### config.mk
export PLATFORM = sky130hd
export DESIGN_NAME = unified_mem_arbiter_flat
export DESIGN_NICKNAME = d
export VERILOG_FILES = /design/src/rtl/unified_mem_arbiter_pkg.sv /design/src/rtl/unified_mem_arbiter_if.sv /design/src/rtl/arb_streak_counter.sv /design/src/rtl/unified_mem_arbiter.sv /design/src/flat_wrapper.sv
export SDC_FILE = /design/constraint.sdc
export NUM_CORES = 1
export LEC_CHECK = 0
export BUFFER_PORTS_ARGS = -buffer_cell sky130_fd_sc_hd__buf_2
export CORE_AREA = 2 2 82 84
export CTS_BUF_LIST = sky130_fd_sc_hd__clkbuf_4
export CTS_CLUSTER_DIAMETER = 150
export DETAILED_ROUTE_END_ITERATION = 7
export DIE_AREA = 0 0 84 86
export PLACE_DENSITY_LB_ADDON = 0.12
export SLEW_MARGIN = 20
export SYNTH_ARGS = -nofsm -noshare
export SYNTH_HDL_FRONTEND = slang
export SYNTH_SLANG_ARGS = --single-unit
export TNS_END_PERCENT = 5
### constraint.sdc
create_clock -name CLK -period 3.5 [get_ports CLK]
set_input_delay 0.525 -clock CLK [delete_from_list [all_inputs] [get_ports CLK]]
set_output_delay 0.525 -clock CLK [all_outputs]
set_load 0.005 [all_outputs]
### src/rtl/unified_mem_arbiter_pkg.sv
// Shared types and constants for the unified I/D SRAM arbiter.
// SRAM strobe levels match the SP_SRAM macro (active-low).
package unified_mem_arbiter_pkg;

  typedef enum logic [1:0] {
    REQ_NONE = 2'd0,
    REQ_I    = 2'd1,
    REQ_D    = 2'd2
  } req_owner_e;

  localparam int WORD_BYTES = 4;
  localparam int ADDR_LSB   = $clog2(WORD_BYTES);

  localparam logic CSN_ACTIVE = 1'b0;
  localparam logic CSN_IDLE   = 1'b1;
  localparam logic WEN_WRITE  = 1'b0;
  localparam logic WEN_READ   = 1'b1;

endpackage

### src/rtl/unified_mem_arbiter_if.sv
// Fetch port, data port and SRAM pins of the unified arbiter.
// master: core ports plus SRAM model; slave: the arbiter.
interface unified_mem_arbiter_if #(
  parameter int AWIDTH = 10
);
  logic              I_REQ;
  logic [11:0]       I_ADDR;
  logic              I_GNT;
  logic              I_RVALID;
  logic [31:0]       I_RDATA;

  logic              D_REQ;
  logic              D_WEN;
  logic [3:0]        D_BE;
  logic [11:0]       D_ADDR;
  logic [31:0]       D_WDATA;
  logic              D_GNT;
  logic              D_RVALID;
  logic [31:0]       D_RDATA;

  logic              MEM_CSN;
  logic              MEM_WEN;
  logic [3:0]        MEM_BE;
  logic [AWIDTH-1:0] MEM_ADDR;
  logic [31:0]       MEM_DI;
  logic [31:0]       MEM_DOUT;

  modport master (
    output I_REQ, I_ADDR,
    input  I_GNT, I_RVALID, I_RDATA,
    output D_REQ, D_WEN, D_BE, D_ADDR, D_WDATA,
    input  D_GNT, D_RVALID, D_RDATA,
    input  MEM_CSN, MEM_WEN, MEM_BE, MEM_ADDR, MEM_DI,
    output MEM_DOUT
  );

  modport slave (
    input  I_REQ, I_ADDR,
    output I_GNT, I_RVALID, I_RDATA,
    input  D_REQ, D_WEN, D_BE, D_ADDR, D_WDATA,
    output D_GNT, D_RVALID, D_RDATA,
    output MEM_CSN, MEM_WEN, MEM_BE, MEM_ADDR, MEM_DI,
    input  MEM_DOUT
  );

endinterface

### src/rtl/arb_streak_counter.sv
// Saturating count of consecutive contested D wins.
// o_force tells the arbiter to let fetch through.
module arb_streak_counter #(
  parameter int MAX_D_STREAK = 4
) (
  input  logic CLK,
  input  logic RSTn,
  input  logic i_inc,
  input  logic i_clr,
  output logic o_force
);

  localparam int CW = $clog2(MAX_D_STREAK + 1);
  localparam logic [CW-1:0] MAXV = CW'(MAX_D_STREAK);

  logic [CW-1:0] r_cnt;

  always_ff @(posedge CLK) begin
    if (!RSTn || i_clr) begin
      r_cnt <= '0;
    end else if (i_inc && (r_cnt != MAXV)) begin
      r_cnt <= r_cnt + 1'b1;
    end
  end

  assign o_force = (r_cnt == MAXV);

endmodule

### src/rtl/unified_mem_arbiter.sv
// Shares one single-port SRAM between fetch and data ports.
// D wins contention until a bounded streak forces an I grant.
module unified_mem_arbiter
  import unified_mem_arbiter_pkg::*;
#(
  parameter int AWIDTH       = 10,
  parameter int MAX_D_STREAK = 4
) (
  input  logic                 CLK,
  input  logic                 RSTn,
  unified_mem_arbiter_if.slave bus
);

  logic        w_both;
  logic        w_force_i;
  logic        w_gnt_i;
  logic        w_gnt_d;
  logic        w_unused;
  req_owner_e  w_owner;

  logic        r_pend;
  req_owner_e  r_owner;

  assign w_both = bus.I_REQ & bus.D_REQ;

  always_comb begin
    w_owner = REQ_NONE;
    if (RSTn) begin
      unique case (1'b1)
        w_both && w_force_i:        w_owner = REQ_I;
        w_both && !w_force_i:       w_owner = REQ_D;
        bus.I_REQ && !bus.D_REQ:    w_owner = REQ_I;
        bus.D_REQ && !bus.I_REQ:    w_owner = REQ_D;
        default:                    w_owner = REQ_NONE;
      endcase
    end
  end

  assign w_gnt_i = (w_owner == REQ_I);
  assign w_gnt_d = (w_owner == REQ_D);

  arb_streak_counter #(
    .MAX_D_STREAK (MAX_D_STREAK)
  ) u_streak (
    .CLK     (CLK),
    .RSTn    (RSTn),
    .i_inc   (w_both & w_gnt_d),
    .i_clr   (w_gnt_i | ~bus.I_REQ),
    .o_force (w_force_i)
  );

  assign bus.I_GNT = w_gnt_i;
  assign bus.D_GNT = w_gnt_d;

  // Byte-lane bits and bits beyond the SRAM depth are dropped (wrap).
  assign bus.MEM_CSN  = (w_gnt_i | w_gnt_d) ? CSN_ACTIVE : CSN_IDLE;
  assign bus.MEM_WEN  = w_gnt_d ? bus.D_WEN : WEN_READ;
  assign bus.MEM_BE   = w_gnt_d ? bus.D_BE : 4'b0000;
  assign bus.MEM_DI   = bus.D_WDATA;
  assign bus.MEM_ADDR = w_gnt_d
    ? bus.D_ADDR[AWIDTH+ADDR_LSB-1:ADDR_LSB]
    : bus.I_ADDR[AWIDTH+ADDR_LSB-1:ADDR_LSB];

  assign w_unused = ^{bus.I_ADDR, bus.D_ADDR};

  always_ff @(posedge CLK) begin
    if (!RSTn) begin
      r_pend  <= 1'b0;
      r_owner <= REQ_NONE;
    end else begin
      r_pend  <= w_gnt_i | (w_gnt_d & (bus.D_WEN == WEN_READ));
      r_owner <= w_owner;
    end
  end

  // Gated by RSTn so a read in flight at reset never returns.
  assign bus.I_RVALID = RSTn & r_pend & (r_owner == REQ_I);
  assign bus.D_RVALID = RSTn & r_pend & (r_owner == REQ_D);
  assign bus.I_RDATA  = bus.MEM_DOUT;
  assign bus.D_RDATA  = bus.MEM_DOUT;

endmodule

### src/flat_wrapper.sv
// flat-port wrapper written by rule: the top's interface ports become plain ports
module unified_mem_arbiter_flat import unified_mem_arbiter_pkg::*;
#(
  parameter int AWIDTH       = 10,
  parameter int MAX_D_STREAK = 4
)
  (CLK, RSTn, bus_I_REQ, bus_I_ADDR, bus_I_GNT, bus_I_RVALID, bus_I_RDATA, bus_D_REQ, bus_D_WEN, bus_D_BE, bus_D_ADDR, bus_D_WDATA, bus_D_GNT, bus_D_RVALID, bus_D_RDATA, bus_MEM_CSN, bus_MEM_WEN, bus_MEM_BE, bus_MEM_ADDR, bus_MEM_DI, bus_MEM_DOUT);
  unified_mem_arbiter_if #(.AWIDTH(AWIDTH)) bus_i ();
  input  logic CLK;
  input  logic RSTn;
  input wire logic [$bits(bus_i.I_REQ)-1:0] bus_I_REQ;
  input wire logic [$bits(bus_i.I_ADDR)-1:0] bus_I_ADDR;
  output wire logic [$bits(bus_i.I_GNT)-1:0] bus_I_GNT;
  output wire logic [$bits(bus_i.I_RVALID)-1:0] bus_I_RVALID;
  output wire logic [$bits(bus_i.I_RDATA)-1:0] bus_I_RDATA;
  input wire logic [$bits(bus_i.D_REQ)-1:0] bus_D_REQ;
  input wire logic [$bits(bus_i.D_WEN)-1:0] bus_D_WEN;
  input wire logic [$bits(bus_i.D_BE)-1:0] bus_D_BE;
  input wire logic [$bits(bus_i.D_ADDR)-1:0] bus_D_ADDR;
  input wire logic [$bits(bus_i.D_WDATA)-1:0] bus_D_WDATA;
  output wire logic [$bits(bus_i.D_GNT)-1:0] bus_D_GNT;
  output wire logic [$bits(bus_i.D_RVALID)-1:0] bus_D_RVALID;
  output wire logic [$bits(bus_i.D_RDATA)-1:0] bus_D_RDATA;
  output wire logic [$bits(bus_i.MEM_CSN)-1:0] bus_MEM_CSN;
  output wire logic [$bits(bus_i.MEM_WEN)-1:0] bus_MEM_WEN;
  output wire logic [$bits(bus_i.MEM_BE)-1:0] bus_MEM_BE;
  output wire logic [$bits(bus_i.MEM_ADDR)-1:0] bus_MEM_ADDR;
  output wire logic [$bits(bus_i.MEM_DI)-1:0] bus_MEM_DI;
  input wire logic [$bits(bus_i.MEM_DOUT)-1:0] bus_MEM_DOUT;
  assign bus_i.I_REQ = bus_I_REQ;
  assign bus_i.I_ADDR = bus_I_ADDR;
  assign bus_I_GNT = bus_i.I_GNT;
  assign bus_I_RVALID = bus_i.I_RVALID;
  assign bus_I_RDATA = bus_i.I_RDATA;
  assign bus_i.D_REQ = bus_D_REQ;
  assign bus_i.D_WEN = bus_D_WEN;
  assign bus_i.D_BE = bus_D_BE;
  assign bus_i.D_ADDR = bus_D_ADDR;
  assign bus_i.D_WDATA = bus_D_WDATA;
  assign bus_D_GNT = bus_i.D_GNT;
  assign bus_D_RVALID = bus_i.D_RVALID;
  assign bus_D_RDATA = bus_i.D_RDATA;
  assign bus_MEM_CSN = bus_i.MEM_CSN;
  assign bus_MEM_WEN = bus_i.MEM_WEN;
  assign bus_MEM_BE = bus_i.MEM_BE;
  assign bus_MEM_ADDR = bus_i.MEM_ADDR;
  assign bus_MEM_DI = bus_i.MEM_DI;
  assign bus_i.MEM_DOUT = bus_MEM_DOUT;
  unified_mem_arbiter #(.AWIDTH(AWIDTH), .MAX_D_STREAK(MAX_D_STREAK)) u_core (.CLK(CLK), .RSTn(RSTn), .bus(bus_i));
endmodule
==> flow_summary.toml <==
[critical_path]
crit_type = "reg -> out"
endpoint_kind = "primary output"
reg2reg_depth = 8
critical_path.slowest_cell = "ha_1"
critPathLaunchType = "register"
critPathMaxStageDelay_ns = 0.59
crit_required_ns = 2.97
path_cells = "inv_1 > ha_1 > a21bo_2 > nand3_1 > ha_1 > mux2_2 > buf_2"
cp_max_fo = 15
cp_common_cell = "ha_1"
cp.arrival_ns = 2.47

[status]
status = "finished clean"

[global_routing]
antenna_found_initial = 0
grt_pass1_wl_um = 3950
grt_pass1_vias = 722
grt_max_degree = 16
overflow = 0
grt_usage_pct = 6.99

[sta]
relSlewSlack_pct = 58.4
finalHoldViolations = 0
fin_crit_sh_pct = 85.6
setup_ws_ns = 0.504
tightest_slew_ns = 0.624
fmax_mhz = 334
grt_setup_unrepaired = "no"
finalClockSkew_ns = 0.00726
finalSetupViolCount = 0
final.min_clock_period_ns = 3.00
maxSlewViolCount = 0
setup_tns_ns = 0

[placed_design]
portBuffers = 48
place_congestion = 0.698
dpl.hpwl_um = 2350
pre_cts_ws_ns = 0.734

[route]
vias = 661
drt_first_pass_iters = 3
wl_per_cell_um = 14.8
ant_nets = 0
via_per_inst = 3.63
drt-total-wl_um = 2690
drc = 0
drt-initial-drc-count = 9

[cts]
cts_hold_buf = 0
cts_setup_buffers = 0
clkSinkCount = 6
h-tree-depth = 1
cts_tree = "done"
clkTransAtPathRegs_ns = 0.05
clk-insertion-delay-late_ns = 0.24
cts-root-buf = "clkbuf_4"
numCtsBuffers = 3
clk_path_buf_depth = 2
cts_resized = 0

[synthesis]
synth_top_area_cell = "buf_4"
async_flop_share_pct = 0
synthesis.area_um2 = 1210
synth_seq_cells = 6
netlist_top_cells_count = "96 x buf_4, 10 x mux2_2, 6 x dfxtp_1, 5 x ha_1, 5 x inv_1"
syn_inst = 151
synthTopCellsByArea = "buf_4 60%, dfxtp_1 9.9%, mux2_2 9.3%"
synth_top_cell_area_share_pct = 59.6
synth_flop_cell = "dfxtp_1"
synth.most_common_cell = "buf_4"
synth_area_per_cell_um2 = 8.00
synth-edff-count = 0
synth_cell_types = 21
ys_warn_count = 0
syn_nets = 253
ys_seq_area_share_pct = 9.94

[finish]
drive_gt1_share_pct = 59.0
fill_cells = 704
diodes = 0
syn2layout_area_growth_pct = -30.3
final_net_count = 209

[die]
core_area_um2 = 6280
die_h_um = 86
die-area_um2 = 7220
start_util_pct = 19.3
row_count = 29
fp.dieW_um = 84
io_pins = 213

[power_and_ir_drop]
p_per_area_nw_per_um2 = 228
p_leak_uw = 0.000404
ir_drop_mv = 0.0962

[flow_run]
cap_viol_max_count = 0

[worst_hold_path]
hold_class = "reg -> reg"
holdPathStages = 2
## where the power goes
part	internal (uW)	switching, uW	total, uW
sequential	70.3	0.697	71.0
clock	38.7	24.1	62.8
combinational	33.9	24.7	58.6
## area by class of cell
type                       instances  area (um^2)  area share [%]
timing repair buffer              48          240            28.5
sequential                         6          120            14.3
clock buffer                       3         22.5            2.67
tap                               77         96.3            11.4
inverter                           5         18.8            2.23
multi-input combinational         43          344            40.9
## flip-flops by register name, summed over array words and instances, names as in the netlist
name,cells
u_core.r_owner,2
u_core.r_pend,1
u_core.u_streak.r_cnt,3
## worst paths after layout
check | start | endpoint | slack, ns
worst max register to register | u_core.u_streak.r_cnt[0]$_SDFFE_PP0P_ | u_core.u_streak.r_cnt[0]$_SDFFE_PP0P_ | 1.08
worst min register to register | u_core.u_streak.r_cnt[0]$_SDFFE_PP0P_ | u_core.u_streak.r_cnt[0]$_SDFFE_PP0P_ | 0.52
worst max-delay path | u_core.u_streak.r_cnt[0]$_SDFFE_PP0P_ | bus_MEM_ADDR[7] | 0.50
worst min-delay path | u_core.u_streak.r_cnt[0]$_SDFFE_PP0P_ | u_core.u_streak.r_cnt[0]$_SDFFE_PP0P_ | 0.52
## cells by family (layout without fill, tap and decap cells)
family | count (synthesis) | count (layout) | share of synthesized area, %
compound gates | 10 | 10 | 5.18
fa+ha+maj | 5 | 5 | 5.18
simple gates | 18 | 18 | 8.80
buf+inv | 102 | 56 | 61.6
flops | 6 | 6 | 9.94
mux | 10 | 10 | 9.32
## routing by layer
metal	vias up	global-route usage, %	part of all wire [%]
met1	259	5.57	30
met2	79	11.7	48
met5	-	0	0
met4	0	4.11	4.2
li1	295	-	-
met3	28	5.97	18
## placed cells by master, fill, tap and decap left out, types with 3 or more instances in the layout
cell	n
a21oi_1	3
and2_1	4
buf_2	48
clkbuf_4	3
dfxtp_1	6
ha_1	5
inv_1	5
mux2_2	10
nand2_1	4
## stage by stage
step	cells	instance area (um^2)	utilization [%]	hold WS [ns]	power, uW
final	182	842	13.4	0.515	192
after global routing	182	842	13.4	0.558	208
after CTS	182	842	13.4	0.520	198
after detailed placement	179	820	13.1	0.502	132
after global placement	179	820	13.1	0.500	132
after floorplan	151	1210	-	0.457	187
## worst max-delay path: cells and delay by family, from the launching register on
family / cells / cell delay, ns
multiplexers: 1 / 0.42
AO/OA/AOI/OAI: 1 / 0.27
AND/OR/NAND/NOR: 1 / 0.17
buffers and inverters: 2 / 0.19
adder cells (fa/ha/maj): 2 / 0.82
flip-flops: 1 / 0.36
Note: power is estimated with default switching activity, not from simulation.
